===== config.mk =====
export PLATFORM = sky130hd
export DESIGN_NAME = mips_multicycle_ctrl
export DESIGN_NICKNAME = d
export VERILOG_FILES = /design/src/rtl/mips_multicycle_ctrl.sv
export SDC_FILE = /design/constraint.sdc
export NUM_CORES = 1
export LEC_CHECK = 0
export CORE_MARGIN = 5
export CORE_UTILIZATION = 42
export DETAILED_ROUTE_END_ITERATION = 10
export GPL_TIMING_DRIVEN = 0
export PLACE_DENSITY = 0.78
export SLEW_MARGIN = 40
export SYNTH_ARGS = -nofsm -noshare
export SYNTH_HDL_FRONTEND = slang
export SYNTH_SLANG_ARGS = --single-unit

===== constraint.sdc =====
create_clock -name clk -period 2.6 [get_ports clk]
set_input_delay 0.52 -clock clk [delete_from_list [all_inputs] [get_ports clk]]
set_output_delay 0.52 -clock clk [all_outputs]
set_load 0.01 [all_outputs]

===== src/rtl/mips_multicycle_ctrl.sv =====
// Multicycle MIPS control unit: sequences fetch/decode/execute/memory/write-back
// and halts on illegal instructions, syscall, or a memory request that is never acknowledged.
module mips_multicycle_ctrl #(
    parameter int TIMEOUT = 16
) (
    input  logic       clk,
    input  logic       rst_b,
    input  logic [5:0] opcode,
    input  logic [5:0] func,
    input  logic       alu_zero,
    input  logic       mem_ack,
    output logic       mem_req,
    output logic       mem_write_en,
    output logic       ir_write,
    output logic       pc_write,
    output logic [1:0] pc_src,
    output logic [2:0] alu_op,
    output logic       alu_src_b,
    output logic       reg_write,
    output logic [1:0] reg_dst,
    output logic [1:0] mem_to_reg,
    output logic       halted,
    output logic [2:0] state
);

    typedef enum logic [2:0] {
        S_FETCH  = 3'd0,
        S_DECODE = 3'd1,
        S_EXEC   = 3'd2,
        S_MEM    = 3'd3,
        S_WB     = 3'd4,
        S_HALT   = 3'd5,
        S_START  = 3'd7
    } state_t;

    typedef enum logic [3:0] {
        C_NONE, C_RALU, C_IALU, C_LW, C_SW, C_BEQ, C_BNE, C_J, C_JAL, C_JR
    } cls_t;

    localparam logic [2:0] OP_ADD = 3'd0;
    localparam logic [2:0] OP_SUB = 3'd1;
    localparam logic [2:0] OP_AND = 3'd2;
    localparam logic [2:0] OP_OR  = 3'd3;
    localparam logic [2:0] OP_SLT = 3'd4;
    localparam logic [2:0] OP_SLL = 3'd5;
    localparam logic [2:0] OP_LUI = 3'd6;

    localparam int CW = (TIMEOUT > 2) ? $clog2(TIMEOUT) : 1;
    localparam logic [CW-1:0] WAIT_LAST = CW'(TIMEOUT - 1);

    state_t        state_q, state_d;
    cls_t          cls_q, dec_cls;
    logic [2:0]    op_q, dec_op;
    logic [CW-1:0] wait_cnt;
    logic          timeout_hit;

    // Unlisted encodings (including syscall) leave dec_cls at C_NONE, which halts.
    always_comb begin
        dec_cls = C_NONE;
        dec_op  = OP_ADD;
        if (opcode == 6'h00) begin
            case (func)
                6'h20:   begin dec_cls = C_RALU; dec_op = OP_ADD; end
                6'h22:   begin dec_cls = C_RALU; dec_op = OP_SUB; end
                6'h24:   begin dec_cls = C_RALU; dec_op = OP_AND; end
                6'h25:   begin dec_cls = C_RALU; dec_op = OP_OR;  end
                6'h2A:   begin dec_cls = C_RALU; dec_op = OP_SLT; end
                6'h00:   begin dec_cls = C_RALU; dec_op = OP_SLL; end
                6'h08:   dec_cls = C_JR;
                default: dec_cls = C_NONE;
            endcase
        end else begin
            case (opcode)
                6'h08:   begin dec_cls = C_IALU; dec_op = OP_ADD; end
                6'h0C:   begin dec_cls = C_IALU; dec_op = OP_AND; end
                6'h0D:   begin dec_cls = C_IALU; dec_op = OP_OR;  end
                6'h0F:   begin dec_cls = C_IALU; dec_op = OP_LUI; end
                6'h23:   dec_cls = C_LW;
                6'h2B:   dec_cls = C_SW;
                6'h04:   begin dec_cls = C_BEQ; dec_op = OP_SUB; end
                6'h05:   begin dec_cls = C_BNE; dec_op = OP_SUB; end
                6'h02:   dec_cls = C_J;
                6'h03:   dec_cls = C_JAL;
                default: dec_cls = C_NONE;
            endcase
        end
    end

    // An acknowledge arriving on the timeout edge still completes the access.
    assign timeout_hit = (wait_cnt == WAIT_LAST) && !mem_ack;

    // NOTE: sequential state uses non-blocking assignments so every register
    // samples the pre-edge values, independent of statement order.
    always_ff @(posedge clk or posedge rst_b) begin
        if (rst_b) begin
            state_q  <= S_START;
            cls_q    <= C_NONE;
            op_q     <= OP_ADD;
            wait_cnt <= '0;
        end else begin
            state_q <= state_d;
            if (state_q == S_DECODE) begin
                cls_q <= dec_cls;
                op_q  <= dec_op;
            end
            if (mem_req && !mem_ack && !timeout_hit)
                wait_cnt <= wait_cnt + CW'(1);
            else
                wait_cnt <= '0;
        end
    end

    // NOTE: every output and state_d gets a default first so no path through
    // the case leaves a signal unassigned (which would infer a latch).
    always_comb begin
        state_d      = state_q;
        mem_req      = 1'b0;
        mem_write_en = 1'b0;
        ir_write     = 1'b0;
        pc_write     = 1'b0;
        pc_src       = 2'd0;
        alu_op       = 3'd0;
        alu_src_b    = 1'b0;
        reg_write    = 1'b0;
        reg_dst      = 2'd0;
        mem_to_reg   = 2'd0;
        halted       = 1'b0;
        case (state_q)
            S_START: state_d = S_FETCH;
            S_FETCH: begin
                mem_req = 1'b1;
                if (mem_ack) begin
                    ir_write = 1'b1;
                    pc_write = 1'b1;
                    state_d  = S_DECODE;
                end else if (timeout_hit) begin
                    state_d = S_HALT;
                end
            end
            S_DECODE: state_d = (dec_cls == C_NONE) ? S_HALT : S_EXEC;
            S_EXEC: begin
                state_d = S_FETCH;
                case (cls_q)
                    C_RALU: begin alu_op = op_q; state_d = S_WB; end
                    C_IALU: begin alu_op = op_q; alu_src_b = 1'b1; state_d = S_WB; end
                    C_LW, C_SW: begin alu_op = OP_ADD; alu_src_b = 1'b1; state_d = S_MEM; end
                    C_BEQ, C_BNE: begin
                        alu_op   = OP_SUB;
                        pc_src   = 2'd1;
                        pc_write = (cls_q == C_BEQ) ? alu_zero : !alu_zero;
                    end
                    C_J: begin pc_write = 1'b1; pc_src = 2'd2; end
                    C_JAL: begin
                        pc_write   = 1'b1;
                        pc_src     = 2'd2;
                        reg_write  = 1'b1;
                        reg_dst    = 2'd2;
                        mem_to_reg = 2'd2;
                    end
                    C_JR: begin pc_write = 1'b1; pc_src = 2'd3; end
                    default: state_d = S_HALT;
                endcase
            end
            S_MEM: begin
                alu_op       = OP_ADD;
                alu_src_b    = 1'b1;
                mem_req      = 1'b1;
                mem_write_en = (cls_q == C_SW);
                if (mem_ack)
                    state_d = (cls_q == C_LW) ? S_WB : S_FETCH;
                else if (timeout_hit)
                    state_d = S_HALT;
            end
            S_WB: begin
                state_d   = S_FETCH;
                reg_write = 1'b1;
                alu_op    = op_q;
                alu_src_b = (cls_q == C_IALU) || (cls_q == C_LW);
                if (cls_q == C_RALU)
                    reg_dst = 2'd1;
                else if (cls_q == C_LW)
                    mem_to_reg = 2'd1;
            end
            S_HALT: halted = 1'b1;
            default: state_d = S_HALT;
        endcase
    end

    assign state = state_q;

endmodule


==> results.md, run 1 <==
* Clock Latency Late Sink at 0.27 ns
* CP peak stage delay at 0.54 ns
* Tmin final at 2.49 ns
* Most frequent cells in the layout: clkdlybuf4s50_1, nor2_1, dfrtp_1
* Leakage power at 0.738 nW
* Critical path class: reg -> out
* Horiz. Die Dim at 65.2 um
* GP Congestion at 0.869
* Post-synth EDFFs at 0
* Post-synthesis sequential area ratio at 27.7%
* Crit-path cells: buf_6 > inv_2 > or3_4 > nor4b_2 > dlygate4sd2_1
* Worst-Margin Slew at 0.515 ns
* Max Cap Viol at 0
* Final Max Slew Viols at 0
* Cell count after synthesis at 162
* Endpoints failing setup at 0
* Post-DP HPWL at 2.57 mm
* DRC violations left at 0
* Initial antenna violation count at 0
* CTS tree: yes
* Number of CTS-inserted buffers at 3
* Post-synth ARST share at 100%
* Critical path's slowest cell: dfstp_2
* Crit path capture type: output port
* Critical Path RT at 2.08 ns
* IO Pins at 35
* Port buffer count at 31
* 1st-iter DRT viols at 95
* Worst EP arrival at 1.97 ns
* Outcome: finished clean
* Site Rows at 20
* Tot GR Track Use at 15.7%
* Drt pass-1 iters at 6
* Clock buffer depth at 2
* Synth Net Count at 179
* Layout Area Growth over Synthesis at 32.2%
* Synth cell types at 53
* Antenna cells at 0
* Yosys reg bits at 14
* DRT Wirelength at 3.27 mm
* Final period utilization at 95.7%
* Setup TNS at 0 ns
* Wire length of the first global-routing pass at 5.53 mm
* Netlist Area Pre-Place at 1280 um2
* Die footprint at 4250 um2
* Crit start category: flip-flop
* Power density over cell area at 654 nW/um2
* Commonest non-fill, non-tap cell in the layout: clkdlybuf4s50_1
* CTS root buf: clkbuf_4
* Inst Count DP at 226
* Layout cells sized above 1 at 18.8%
* Relative slew slack at 65.6%
* Mean Syn Cell Area at 7.89 um2
* Pin count of the biggest net entering global routing at 15
* Clock Sinks at 14
* Top FF cell, synth: dfrtp_1
* H-tree levels at 1
* Initial core utilization at 42.9%
* Final Non-Filler Cells at 230
* Crit path max-delay family: simple AND/OR/NAND/NOR gates
* Fin nets at 215
* Vias in the first global route at 1,277
* Routed Antenna Nets at 0
* Peak Freq at 0.402 GHz
* Clock slew at reported path FFs at 0.08 ns
* Vias/cell at 5.87
* Worst hold path type: reg -> reg
* Chip height at 65.2 um
* Overflow after GRT at 0
* Fillers at 286
* Crit path buf inv count at 3
* Max Fanout on Critical Path at 8
* Core ar. at 2980 um2
* Maximum vdd ir drop at 260 uV
* Drt wl/cell at 14.2 um
* Final hold vios at 0
* Via count at 1,349
* Clock skew at 0.00180 ns
* RSZ-0062 raised after global routing: true
* YS warnings at 0
==> synth_stat cells (all sizes together), types with 2 or more instances <==
master	count	area [um2]
nor2	19	78.8
nor4	2	12.5
a22o	3	26.3
dfstp	3	78.8
xnor2	3	26.3
a221o	2	20.0
nand3	4	20.0
mux2i	2	20.0
clkbuf	2	7.51
o31a	2	17.5
nor2b	7	43.8
nor4b	3	38.8
a21oi	9	45.0
nor3b	2	15.0
o22ai	3	18.8
o31ai	2	15.0
nand3b	3	38.8
o21ai	11	55.1
inv	6	22.5
or3	3	23.8
and3	3	20.0
a31oi	3	18.8
buf	10	57.6
o211ai	2	15.0
dfrtp	11	275
nand2b	5	31.3
nand2	12	45.0
nor3	8	40.0
xor2	2	17.5
==> flip-flops by register name, summed over array words and instances, names as in the netlist <==
name,count
wait_cnt,4
state,3
cls_q,4
op_q,3
==> worst paths after layout <==
kind | start | to | slack (ns) | depth (start not counted)
worst max-delay path | state[2] | reg_dst[0] | 0.11 | 5
worst min-delay path | wait_cnt[0] | wait_cnt[0] | 0.46 | 1
worst max register to register | state[0] | state[0] | 1.02 | 5
worst min register to register | wait_cnt[0] | wait_cnt[0] | 0.46 | 1
max in group asynchronous | rst_b | state[1] | 1.67 | 2
min in group asynchronous | rst_b | wait_cnt[0] | 0.57 | 2
==> per-stage QoR <==
stage | worst slack (ns) | total power, mW | hold WS (ns) | area [um2] | utilization [%]
2_1_floorplan | 0.549 | 0.731 | 0.407 | 1280 | -
3_5_place_dp | -0.0895 | 0.963 | 0.456 | 1630 | 54.7
3_3_place_gp | -0.0768 | 0.946 | 0.440 | 1630 | 54.7
4_1_cts | 0.00161 | 1.09 | 0.461 | 1670 | 55.9
6_report | 0.111 | 1.11 | 0.459 | 1690 | 56.8
5_1_grt | -0.00769 | 1.19 | 0.495 | 1690 | 56.8
==> layout make-up <==
type                       instances  area (um2)  share of cell area (%)
inverter                           6        22.5                    1.33
tap                               33        41.3                    2.44
buffer                            12        81.3                    4.81
timing repair buffer              31         298                    17.6
multi-input combinational        130         867                    51.3
sequential                        14         354                    20.9
clock buffer                       4        26.3                    1.55
==> timing repair <==
item,in CTS,in global routing
pin swaps,0,1
gates resized for setup,15,14
gates cloned,0,0
buffers inserted,0,0
hold buffers,0,0
setup endpoints to repair,10,10
==> power by group <==
group | internal, mW | switching, mW
sequential | 0.282 | 0.0333
clock | 0.0594 | 0.0658
combinational | 0.301 | 0.365
==> kinds of logic (layout without fill, tap and decap cells) <==
| logic type | count (synthesis) | count (layout) | share of synthesized area (%) |
|---|---|---|---|
| AOI/OAI and AO/OA | 47 | 47 | 25.3 |
| and+or+nand+nor | 75 | 75 | 34.1 |
| DFF | 14 | 14 | 27.7 |
| adders and majority gates | 1 | 1 | 0.978 |
| buffers and inverters | 18 | 53 | 6.85 |
| muxes | 2 | 2 | 1.57 |
| xor gates and xnor gates | 5 | 5 | 3.43 |
==> layer usage <==
layer | routed length (um) | track usage (%) | up-vias
met2 | 1650 | 27.9 | 62
li1 | - | - | 663
met1 | 1430 | 19.9 | 620
met5 | 0 | 0 | -
met3 | 158 | 1.03 | 4
met4 | 29 | 5.70 | 0
Power figures use the tool's default switching activity.
==> inputs of run 2 (changes only) <==
Settings changed: CORE_ASPECT_RATIO set to 1.2.
==> run 2 against run 1 <==
Maximum frequency fell by 2.1%. Global-route usage fell by 0.17 points. Clock power rose by 23%. Sequential share of layout area fell by 0.21 points. First-iteration DRC count fell by 54%. Hold slack improved by 0.0099 ns. Non-clock buffer count did not move. Setup slack got worse by 0.053 ns. Routed wire length fell by 0.34%.
==> results.md, run 2 (synthesis gave the netlist of run 1 again) <==
* Worst path most repeated cell: buf_4
* Crit path capture type: output port
* Post-CTS Hold Fix Bufs at 0
* Worst-Margin Slew at 0.507 ns
* Clock slew at reported path FFs at 0.09 ns
* Psw at 462 uW
* Via count at 1,338
* DRT Wirelength at 3.26 mm
* Antenna cells at 0
* Sw Ratio at 41.0%
* Port buffer count at 31
* Clock buffer depth at 2
* Peak Freq at 0.393 GHz
* Clock skew at 0.00975 ns
* Largest regs: cls_q (4), wait_cnt (4)
* Crit start category: flip-flop
* CP peak stage delay at 0.58 ns
* CTS tree: yes
* Pin count of the biggest net entering global routing at 15
* Max Fanout on Critical Path at 10
* Commonest non-fill, non-tap cell in the layout: clkdlybuf4s50_1
* Tot GR Track Use at 15.6%
* Clock Latency Late Sink at 0.28 ns
* Initial core utilization at 42.6%
* GP Congestion at 0.831
* Final hold vios at 0
* Tmin final at 2.54 ns
* RSZ-0062 raised after global routing: true
* CTS root buf: clkbuf_4
* Leakage power at 0.714 nW
* Routed Antenna Nets at 0
* Vias/cell at 5.74
* Core ar. at 3000 um2
* Crit path max-delay family: buffers and inverters
* Drt pass-1 iters at 4
* Power density over cell area at 660 nW/um2
* Crit path buf inv count at 3
* Number of CTS-inserted buffers at 3
* Gr busiest metal: met2
* Outcome: finished clean
* Routing usage on met1 at 18.1%
* Worst hold path type: reg -> reg
* Critical path class: reg -> out
* Crit-path cells: buf_4 > nand2_2 > nor3_4 > buf_4 > clkdlybuf4s50_1
* Vias in the first global route at 1,256
* Critical path's slowest cell: dfstp_2
* Worst EP arrival at 2.02 ns
* Reg power frac at 27.9%
* Most frequent cells in the layout: clkdlybuf4s50_1, nor2_1, dfrtp_1
* Site Rows at 22
* Maximum vdd ir drop at 487 uV
* IO Pins at 35
* H-tree levels at 1
* Logic pwr share at 58.5%
* Met3 usage at 0.185%
* Layout cells sized above 1 at 19.8%
* Final Max Slew Viols at 0
* Final Non-Filler Cells at 233
* Post-CTS Setup Bufs at 0
* Layout Area Growth over Synthesis at 33.6%
* Relative slew slack at 66.2%
* Met2 usage at 28.4%
* Post-DP HPWL at 2.65 mm
* Overflow after GRT at 0
* Inst Count DP at 229
* Chip height at 70.4 um
* Clock Sinks at 14
* 1st-iter DRT viols at 44
* Tot Pwr at 1.13 mW
* Max Cap Viol at 0
* Fin nets at 215
* Setup TNS at 0 ns
* DRC violations left at 0
* Wire length of the first global-routing pass at 5.28 mm
* Die footprint at 4250 um2
* Horiz. Die Dim at 60.4 um
* Pint at 666 uW
* Critical Path RT at 2.08 ns
* Clock Power Share at 13.6%
* Initial antenna violation count at 0
* Drt wl/cell at 14.0 um
* Endpoints failing setup at 0
* Final period utilization at 97.8%
## run 2: final timing paths
kind,from,to,slack [ns],cells after the start
setup / recovery,state[1],reg_dst[1],0.06,5
hold / removal,wait_cnt[0],wait_cnt[0],0.47,1
setup reg to reg,state[0],state[0],1.02,5
hold reg to reg,wait_cnt[0],wait_cnt[0],0.47,1
max in group asynchronous,rst_b,state[1],1.69,2
min in group asynchronous,rst_b,wait_cnt[1],0.55,2
## run 2: layout make-up
type	instances	area, um2
fill	290	1290
multi-input combinational	130	873
sequential	14	354
timing repair buffer	31	299
buffer	12	77.6
tap	36	45.0
clock buffer	4	36.3
inverter	6	22.5
## run 2: metrics by stage
stage	utilization, %	hold slack, ns	area (um2)	setup slack [ns]
6_report	56.9	0.469	1710	0.0571
5_1_grt	56.9	0.500	1710	-0.0569
4_1_cts	55.9	0.472	1680	-0.00318
3_5_place_dp	54.5	0.460	1630	-0.156
3_3_place_gp	54.5	0.446	1630	-0.0837
2_1_floorplan	-	0.407	1280	0.549
## run 2: worst reg2reg max path, cell delays in order (launching register included)
cell	delay, ns
dfstp_2	0.57
clkbuf_4	0.22
xor2_1	0.12
a221o_1	0.31
a21oi_1	0.18
o22ai_1	0.11
## run 2: what timing repair did
action                                  4_1_cts  5_1_grt
cloned                                        0        0
endpoints found under the setup margin       11       12
gates resized for setup                      14       12
pin swaps                                     0        2
## run 2: power groups by stage
stage / clock network (mW) / registers [mW] / logic [mW]
floorplan: 0 / 0.320 / 0.411
global placement: 0 / 0.313 / 0.631
detailed placement: 0 / 0.318 / 0.644
CTS: 0.157 / 0.313 / 0.644
global route: 0.167 / 0.323 / 0.725
finish: 0.154 / 0.315 / 0.659
## run 2: metal layers
layer  vias to the layer above  wire (um)
met4                         0         53
met1                       628       1270
met3                         5        152
met2                        42       1780
met5                         -          0
li1                        663          -
